$ cat config.mk
export PLATFORM = sky130hd
export DESIGN_NAME = fft_frame_sequencer
export DESIGN_NICKNAME = d
export VERILOG_FILES = /design/src/rtl/fft_frame_sequencer.sv
export SDC_FILE = /design/constraint.sdc
export NUM_CORES = 1
export LEC_CHECK = 0
export BUFFER_PORTS_ARGS = -buffer_cell sky130_fd_sc_hd__buf_2
export CORE_MARGIN = 5
export CORE_UTILIZATION = 43
export DETAILED_ROUTE_END_ITERATION = 8
export HOLD_SLACK_MARGIN = 0.08
export PLACE_DENSITY = 0.76
export SETUP_SLACK_MARGIN = 0.4
export SLEW_MARGIN = 5
export SYNTH_ARGS = -nofsm -noshare
export SYNTH_HDL_FRONTEND = slang
export SYNTH_SLANG_ARGS = --single-unit
$ cat constraint.sdc
create_clock -name clk -period 2.4 [get_ports clk]
set_input_delay 0.24 -clock clk [delete_from_list [all_inputs] [get_ports clk]]
set_output_delay 0.24 -clock clk [all_outputs]
set_load 0.03 [all_outputs]
$ cat src/rtl/fft_frame_sequencer.sv
// Frame controller between a free-running sample source and an FFT core: gates N samples in,
// watches the core with a watchdog, re-emits the N output bins with index/last tags, counts frames and drops.
module fft_frame_sequencer #(
    parameter int N       = 1024,   // power of two, >= 2
    parameter int DW      = 16,
    parameter int TIMEOUT = 65535,  // >= 1
    parameter int CNT_W   = 16
) (
    input  logic                 clk,
    input  logic                 reset,
    input  logic                 enable,
    input  logic [DW-1:0]        s_data,
    input  logic                 s_valid,
    input  logic                 fft_ready,
    input  logic [DW-1:0]        fft_real,
    input  logic [DW-1:0]        fft_imag,
    input  logic                 fft_out_valid,
    output logic                 fft_start,
    output logic [DW-1:0]        fft_data_in,
    output logic                 fft_data_valid,
    output logic [DW-1:0]        m_real,
    output logic [DW-1:0]        m_imag,
    output logic                 m_valid,
    output logic [$clog2(N)-1:0] m_bin,
    output logic                 m_last,
    output logic                 busy,
    output logic                 timeout_err,
    output logic [CNT_W-1:0]     frame_cnt,
    output logic [CNT_W-1:0]     drop_cnt
);

    localparam int LW   = $clog2(N);
    localparam int CW   = LW + 1;
    localparam int WD_W = $clog2(TIMEOUT + 1);

    typedef enum logic [2:0] {
        S_IDLE,
        S_WAIT_READY,
        S_LOAD,
        S_PROCESS,
        S_UNLOAD
    } state_e;

    state_e           state_q, state_d;
    logic [CW-1:0]    in_cnt_q, in_cnt_d;
    logic [CW-1:0]    out_cnt_q, out_cnt_d;
    logic [WD_W-1:0]  wd_q, wd_d;
    logic             fft_start_q, fft_start_d;
    logic [DW-1:0]    fft_data_in_q, fft_data_in_d;
    logic             fft_data_valid_q, fft_data_valid_d;
    logic [DW-1:0]    m_real_q, m_real_d;
    logic [DW-1:0]    m_imag_q, m_imag_d;
    logic             m_valid_q, m_valid_d;
    logic [LW-1:0]    m_bin_q, m_bin_d;
    logic             m_last_q, m_last_d;
    logic             timeout_err_q, timeout_err_d;
    logic [CNT_W-1:0] frame_cnt_q, frame_cnt_d;
    logic [CNT_W-1:0] drop_cnt_q, drop_cnt_d;
    logic             drop;
    logic [CW-1:0]    word_idx;

    always_comb begin
        // NOTE: every signal gets a default first so no path through the case can infer a latch.
        state_d          = state_q;
        in_cnt_d         = in_cnt_q;
        out_cnt_d        = out_cnt_q;
        wd_d             = wd_q;
        fft_start_d      = 1'b0;
        fft_data_in_d    = fft_data_in_q;
        fft_data_valid_d = 1'b0;
        m_real_d         = m_real_q;
        m_imag_d         = m_imag_q;
        m_valid_d        = 1'b0;
        m_bin_d          = m_bin_q;
        m_last_d         = 1'b0;
        timeout_err_d    = timeout_err_q;
        frame_cnt_d      = frame_cnt_q;
        drop_cnt_d       = drop_cnt_q;
        drop             = 1'b0;
        word_idx         = (state_q == S_PROCESS) ? '0 : out_cnt_q;

        case (state_q)
            S_IDLE: begin
                drop = enable & s_valid;
                if (enable) state_d = S_WAIT_READY;
            end
            S_WAIT_READY: begin
                if (!enable) begin
                    state_d = S_IDLE;
                end else if (fft_ready && s_valid) begin
                    fft_start_d      = 1'b1;
                    fft_data_in_d    = s_data;
                    fft_data_valid_d = 1'b1;
                    in_cnt_d         = CW'(1);
                    timeout_err_d    = 1'b0;
                    state_d          = S_LOAD;
                end else begin
                    drop = s_valid;
                end
            end
            S_LOAD: begin
                // start stays high through the cycle that shows the N-th sample to the core
                fft_start_d = 1'b1;
                if (s_valid) begin
                    fft_data_in_d    = s_data;
                    fft_data_valid_d = 1'b1;
                    in_cnt_d         = in_cnt_q + CW'(1);
                    if (in_cnt_q == CW'(N - 1)) begin
                        wd_d    = '0;
                        state_d = S_PROCESS;
                    end
                end
            end
            S_PROCESS: begin
                drop = enable & s_valid;
                if (!fft_out_valid) begin
                    if (wd_q == WD_W'(TIMEOUT - 1)) begin
                        timeout_err_d = 1'b1;
                        state_d       = S_IDLE;
                    end else begin
                        wd_d = wd_q + WD_W'(1);
                    end
                end
            end
            S_UNLOAD: begin
                drop = enable & s_valid;
            end
            default: state_d = S_IDLE;
        endcase

        // The first core word seen in PROCESS is bin 0; UNLOAD continues from out_cnt.
        if ((state_q == S_PROCESS || state_q == S_UNLOAD) && fft_out_valid) begin
            m_real_d  = fft_real;
            m_imag_d  = fft_imag;
            m_valid_d = 1'b1;
            m_bin_d   = word_idx[LW-1:0];
            out_cnt_d = word_idx + CW'(1);
            state_d   = S_UNLOAD;
            if (word_idx == CW'(N - 1)) begin
                m_last_d    = 1'b1;
                frame_cnt_d = frame_cnt_q + CNT_W'(1);
                state_d     = enable ? S_WAIT_READY : S_IDLE;
            end
        end

        if (drop && drop_cnt_q != '1) drop_cnt_d = drop_cnt_q + CNT_W'(1);
    end

    always_ff @(posedge clk or negedge reset) begin
        if (!reset) begin
            state_q          <= S_IDLE;
            in_cnt_q         <= '0;
            out_cnt_q        <= '0;
            wd_q             <= '0;
            fft_start_q      <= 1'b0;
            fft_data_in_q    <= '0;
            fft_data_valid_q <= 1'b0;
            m_real_q         <= '0;
            m_imag_q         <= '0;
            m_valid_q        <= 1'b0;
            m_bin_q          <= '0;
            m_last_q         <= 1'b0;
            timeout_err_q    <= 1'b0;
            frame_cnt_q      <= '0;
            drop_cnt_q       <= '0;
        end else begin
            // NOTE: non-blocking assignments so every flop samples pre-edge values.
            state_q          <= state_d;
            in_cnt_q         <= in_cnt_d;
            out_cnt_q        <= out_cnt_d;
            wd_q             <= wd_d;
            fft_start_q      <= fft_start_d;
            fft_data_in_q    <= fft_data_in_d;
            fft_data_valid_q <= fft_data_valid_d;
            m_real_q         <= m_real_d;
            m_imag_q         <= m_imag_d;
            m_valid_q        <= m_valid_d;
            m_bin_q          <= m_bin_d;
            m_last_q         <= m_last_d;
            timeout_err_q    <= timeout_err_d;
            frame_cnt_q      <= frame_cnt_d;
            drop_cnt_q       <= drop_cnt_d;
        end
    end

    assign fft_start      = fft_start_q;
    assign fft_data_in    = fft_data_in_q;
    assign fft_data_valid = fft_data_valid_q;
    assign m_real         = m_real_q;
    assign m_imag         = m_imag_q;
    assign m_valid        = m_valid_q;
    assign m_bin          = m_bin_q;
    assign m_last         = m_last_q;
    assign busy           = (state_q != S_IDLE);
    assign timeout_err    = timeout_err_q;
    assign frame_cnt      = frame_cnt_q;
    assign drop_cnt       = drop_cnt_q;

endmodule
==> impl_metrics.py, run 1 <==
metrics = {
    "placed_design": {
        "globalplace.congestion": 0.867,
        "dp_hpwl_um": 10600,
        "dp_slack_ns": 0.151,
        "io_buffers": 149,
    },
    "sta": {
        "layout_min_cycle_time_ns": 2.01,
        "setup_violations": 0,
        "worst_slack_ns": 0.387,
        "fmax_ghz": 0.497,
        "rsz0062_at_grt": "true",
        "max_slew.worst_pin.slew_ns": 0.677,
        "max_slew_margin_pct": 54.7,
        "finalSetupTns_ns": 0,
        "hold_viol_final": 0,
        "timing.final.crit_share_pct": 83.9,
        "finClkSkew_ns": 0.00748,
        "final-max-slew-violation-count": 0,
    },
    "synthesis": {
        "syn-num-nets": 675,
        "syn_area_per_cell_um2": 10.0,
        "synth_seq_area_share_pct": 55.1,
        "syn_area_mm2": 0.00618,
        "synth_cell_types": 61,
        "synth-seq-cells": 136,
        "synth_edf_count": 0,
        "ys_warn_count": 0,
        "synth_cells": 615,
        "synth-async-reset-ratio_pct": 100,
        "synth_top_flop_cell": "dfrtp_1",
    },
    "setup_path": {
        "worst-setup-path-type": "flip-flop to flip-flop",
        "start_kind": "flip-flop",
        "slowest_stage": "or3_4",
        "cp.required_ns": 2.74,
        "crit_path_max_incr_delay_ns": 0.43,
        "endpoint_kind": "flip-flop",
        "path_buf_inv": 0,
        "crit_arrival_ns": 2.35,
        "crit_chain": "nand3b_1 > and2_4 > ha_4 > and3_4 > nand4_4 > or3_4 > nor3_4 > xor2_1",
        "crit_path_max_fanout": 5,
        "critPathTopFamily": "simple AND/OR/NAND/NOR gates",
    },
    "global_route": {
        "grt_overflow": 0,
        "grt_pass1_vias": 5239,
        "grt_max_degree": 64,
        "antenna_found_initial": 1,
        "grt_pass1_wl_um": 25600,
        "track_usage_pct": 19.1,
    },
    "cells_and_area": {
        "fillers": 1142,
        "drive_gt1_share_pct": 32.0,
        "synthToLayoutAreaGrowth_pct": 38.4,
        "finalNetCount": 901,
        "fin_util_pct": 61.1,
    },
    "routing": {
        "drtIter0Drc": 329,
        "wire_per_inst_um": 15.5,
        "wirelength_um": 16100,
        "final_antenna_net_count": 0,
        "dr_total_vias": 5361,
        "dr.pass1.iters": 5,
        "vias_per_cell": 5.18,
        "drc_errors": 0,
    },
    "floorplan": {
        "rows": 43,
        "core_mm2": 0.0140,
        "die-area_mm2": 0.0169,
        "ios": 150,
        "initial_core_util_pct": 44.2,
        "fp.dieW_um": 130,
        "die_h_um": 130,
    },
    "clock_tree": {
        "clk_latency_ns": 0.42,
        "clk_pin_slew_ns": 0.06,
        "cts_tree": "yes",
        "cts_inserted_buffers": 17,
        "cts_htree_levels": 4,
        "cts_sinks": 136,
        "clockRootBuffer": "clkbuf_16",
        "cts_buffer_depth": 2,
    },
    "power": {
        "leakagePower_nw": 4.19,
        "ir_worst_vdd_mv": 0.840,
        "power_density_mw_per_mm2": 1080,
    },
    "hold_path": {
        "timing.hold.worst.class": "input pin to flip-flop",
    },
    "run": {
        "drv_cap": 0,
    },
    "status": {
        "status": "finished clean",
    },
}
==> layout by cell type (no fill, tap or decap), types with 14 or more instances in the layout <==
cell type / n
buf_2: 148
nand2_1: 144
dfrtp_1: 130
dlygate4sd3_1: 49
nor2_1: 35
nand3_1: 29
buf_4: 26
xnor2_1: 24
xor2_1: 22
nand4_1: 19
mux2_2: 18
clkbuf_16: 17
a21oi_1: 15
o21ai_0: 14
==> stage by stage <==
stage	instance area, um2	hold WS (ns)	std cells	total power [mW]
2_1_floorplan	6230	-0.0556	615	5.40
3_3_place_gp	7230	0.200	938	6.34
3_5_place_dp	7230	0.194	938	6.42
4_1_cts	8390	0.129	1025	9.20
5_1_grt	8540	0.176	1034	9.75
6_report	8550	0.150	1035	9.24
==> worst paths after layout <==
path	end	from	cells after the start	slack, ns
min in group asynchronous	frame_cnt[8]	reset	2	0.31
min reg2reg	frame_cnt[15]	frame_cnt[15]	1	0.46
max reg2reg	frame_cnt[15]	state_q[1]	8	0.39
min	in_cnt_q[0]	s_valid	2	0.15
max	frame_cnt[15]	state_q[1]	8	0.39
max in group asynchronous	drop_cnt[5]	reset	3	1.34
==> final cells by class <==
type / instances / area (um2) / area share [%]
diodes: 1 / 2.50 / 0.0293
clock inverters: 12 / 151 / 1.77
clock buffers: 20 / 457 / 5.34
inverters: 13 / 48.8 / 0.571
repair buffers: 227 / 1480 / 17.3
multi-input cells: 446 / 2770 / 32.4
flip-flops and latches: 136 / 3410 / 39.9
well taps: 180 / 225 / 2.64
==> where the power goes <==
group,internal (mW),switching [mW],total (mW)
clock network,1.68,0.972,2.65
logic,1.13,2.17,3.29
registers,2.87,0.418,3.29
total,5.68,3.56,9.24
==> state kept, by name (all words and copies together), names as in the netlist <==
| signal | count |
|---|---|
| m_imag | 16 |
| in_cnt_q | 11 |
| fft_start | 1 |
| state_q | 3 |
| out_cnt_q | 11 |
| m_last | 1 |
| m_real | 16 |
| fft_data_in | 16 |
| fft_data_valid | 1 |
| frame_cnt | 16 |
| m_valid | 1 |
| timeout_err | 1 |
| drop_cnt | 16 |
| m_bin | 10 |
| wd_q | 16 |
==> layer usage <==
layer / wire [um] / global-route usage [%]
met1: 6980 / 24.3
met2: 7750 / 30.8
met3: 1010 / 5.53
met4: 316 / 7.58
met5: 7 / 0
==> kinds of logic (layout without fill, tap and decap cells) <==
| kind of cell | after synthesis | in the layout | synth area share [%] |
|---|---|---|---|
| flops | 136 | 136 | 55.1 |
| fa+ha+maj | 6 | 6 | 1.22 |
| simple gates | 307 | 308 | 24.2 |
| xor+xnor | 46 | 46 | 6.52 |
| other cells | 0 | 1 | 0 |
| mux | 21 | 21 | 3.81 |
| compound gates | 65 | 65 | 6.77 |
| buf+inv | 34 | 272 | 2.41 |
==> Yosys cell counts (3+ instances only) <==
cell type | count | area share [%]
xor2_1 | 22 | 3.1
nor2_2 | 4 | 0.41
nor4_1 | 6 | 0.61
nor2b_1 | 5 | 0.51
or3_1 | 7 | 0.71
a21oi_1 | 15 | 1.2
nand2_1 | 145 | 8.8
nor2_1 | 39 | 2.4
nand4_1 | 19 | 1.9
ha_1 | 6 | 1.2
nand3_1 | 29 | 2.3
o21ai_0 | 14 | 1.1
mux2_2 | 19 | 3.5
buf_2 | 8 | 0.65
nor3_1 | 14 | 1.1
and2_1 | 6 | 0.61
and3_1 | 8 | 0.81
clkbuf_1 | 10 | 0.61
dfrtp_1 | 136 | 55
a31oi_1 | 9 | 0.91
nand2b_1 | 3 | 0.30
inv_1 | 13 | 0.79
o22ai_1 | 4 | 0.41
xnor2_1 | 24 | 3.4
==> timing repair <==
item                                   in CTS  in global routing
resized for setup                           4                 18
setup endpoints to repair                  26                 52
gates cloned                                0                  1
hold buffers                               49                  0
buffers inserted                            6                  8
pin swaps                                   4                  4
endpoints found under the hold margin      92                  0
==> worst reg2reg max path, cell delays in order, from the launching register on <==
cell and delay (ns):
dfrtp_2 0.40, nand3b_1 0.15, and2_4 0.18, ha_4 0.14
and3_4 0.21, nand4_4 0.13, or3_4 0.43, nor3_4 0.14
xor2_1 0.16
No activity file was read; power rests on OpenSTA's default activity.
==> run 2, diff against run 1 <==
==> constraint.sdc (replaced) <==
create_clock -name clk -period 1.7 [get_ports clk]
set_input_delay 0.17 -clock clk [delete_from_list [all_inputs] [get_ports clk]]
set_output_delay 0.17 -clock clk [all_outputs]
set_load 0.03 [all_outputs]
==> impl_metrics.py, run 2 (synthesis gave the netlist of run 1 again) <==
metrics = {
    "status": {
        "status": "finished with violations",
        "violations": "setup timing",
    },
    "sta": {
        "max_slew_margin_pct": 63.5,
        "hold_viol_final": 0,
        "max_slew.worst_pin.slew_ns": 0.546,
        "worst_slack_ns": -0.419,
        "rsz0062_at_grt": "true",
        "layout_min_cycle_time_ns": 2.12,
        "hold_slack_ns": 0.110,
        "fmax_ghz": 0.472,
        "final-max-slew-violation-count": 0,
        "finClkSkew_ns": 0.00682,
        "setup_violations": 130,
        "timing.final.crit_share_pct": 125,
        "finalSetupTns_ns": -21.89,
    },
    "floorplan": {
        "rows": 43,
        "ios": 150,
        "core_mm2": 0.0140,
        "die_h_um": 130,
        "fp.dieW_um": 130,
        "initial_core_util_pct": 44.2,
        "die-area_mm2": 0.0169,
    },
    "setup_path": {
        "crit_arrival_ns": 2.46,
        "crit_chain": "nand3b_1 > and2_4 > ha_4 > and3_4 > nand4_4 > or3_4 > nor3_4 > xor2_1",
        "crit_path_max_incr_delay_ns": 0.48,
        "slowest_stage": "or3_4",
        "worst-setup-path-type": "flip-flop to flip-flop",
        "cp.required_ns": 2.04,
        "endpoint_kind": "flip-flop",
        "crit_path_max_fanout": 5,
        "start_kind": "flip-flop",
    },
    "cells_and_area": {
        "fin_cells": 1153,
        "synthToLayoutAreaGrowth_pct": 72.6,
        "finalNetCount": 1020,
        "drive_gt1_share_pct": 49.2,
        "finalInstanceArea_mm2": 0.0107,
        "final_cell_mix": "buf_2, dfrtp_1, nand2_1",
        "fin_util_pct": 76.2,
        "fillers": 826,
        "multi_input_area_mm2": 0.00342,
        "final_common_cell": "buf_2",
        "regArea_mm2": 0.00341,
    },
    "global_route": {
        "grt_overflow": 0,
        "antenna_found_initial": 0,
        "grt_pass1_vias": 6208,
        "grt_pass1_wl_um": 30100,
        "track_usage_pct": 22.6,
        "grt_max_degree": 52,
    },
    "clock_tree": {
        "cts_buffer_depth": 2,
        "clockRootBuffer": "clkbuf_16",
        "cts_inserted_buffers": 17,
        "cts_htree_levels": 4,
        "clk_pin_slew_ns": 0.06,
        "clk_latency_ns": 0.43,
        "cts_tree": "yes",
        "cts_sinks": 136,
    },
    "placed_design": {
        "globalplace.congestion": 0.855,
        "io_buffers": 149,
        "dp_slack_ns": -0.366,
        "placed_cells": 1017,
        "post_dp_cell_area_mm2": 0.00812,
        "dp_hpwl_um": 11500,
    },
    "routing": {
        "wire_per_inst_um": 18.8,
        "final_antenna_net_count": 0,
        "wirelength_um": 21600,
        "drtIter0Drc": 431,
        "drc_errors": 0,
        "dr.pass1.iters": 6,
        "dr_total_vias": 6278,
        "vias_per_cell": 5.44,
    },
    "power": {
        "finalPower_mw": 15.5,
        "power_density_mw_per_mm2": 1450,
        "ir_worst_vdd_mv": 1.17,
        "leakagePower_nw": 5.24,
    },
    "hold_path": {
        "timing.hold.worst.class": "input pin to flip-flop",
    },
    "run": {
        "drv_cap": 0,
    },
}
[run 2: per-layer routing]
layer / share of wire [%] / track usage [%] / vias to the layer above
li1: - / - / 2819
met1: 39 / 27.4 / 3093
met2: 51 / 38.2 / 303
met3: 7.2 / 6.14 / 63
met4: 2.8 / 8.92 / 0
met5: 0 / 0 / -
[run 2: area by class of cell]
class / count / area share (%)
Clock buffer: 23 / 4.48
Timing Repair Buffer: 347 / 27.7
Clock inverter: 8 / 1.14
Antenna cell: 1 / 0.0235
Tap cell: 180 / 2.11
Sequential cell: 136 / 32.0
Inverter: 13 / 0.493
Multi-Input combinational cell: 445 / 32.1
[run 2: worst max-delay path, delay by kind of cell (launching register included)]
family | cells | cell delay (ns)
simple gates | 6 | 1.34
flops | 1 | 0.38
xor+xnor | 1 | 0.18
fa+ha+maj | 1 | 0.13
[run 2: path summary, 6_finish.rpt]
check	startpoint	endpoint	slack, ns	cells past startpoint
setup / recovery	state_q[2]	frame_cnt[15]	-0.42	8
hold / removal	s_valid	in_cnt_q[1]	0.11	3
setup reg to reg	state_q[2]	frame_cnt[15]	-0.42	8
hold reg to reg	m_imag[8]	m_imag[8]	0.47	2
max in group asynchronous	reset	wd_q[8]	0.92	3
min in group asynchronous	reset	drop_cnt[7]	0.20	2
[run 2: what timing repair did]
item	in CTS	in global routing
resized for setup	79	137
pin swaps	33	39
cloned	4	6
setup endpoints to repair	151	152
buffers inserted	19	25
endpoints found under the hold margin	185	0
hold buffers	50	0
[run 2: report_power, final]
group          total [mW]  switching (mW)  internal, mW
Combinational        7.10            3.99          3.10
Sequential           4.57           0.521          4.05
Clock                3.81            1.40          2.41
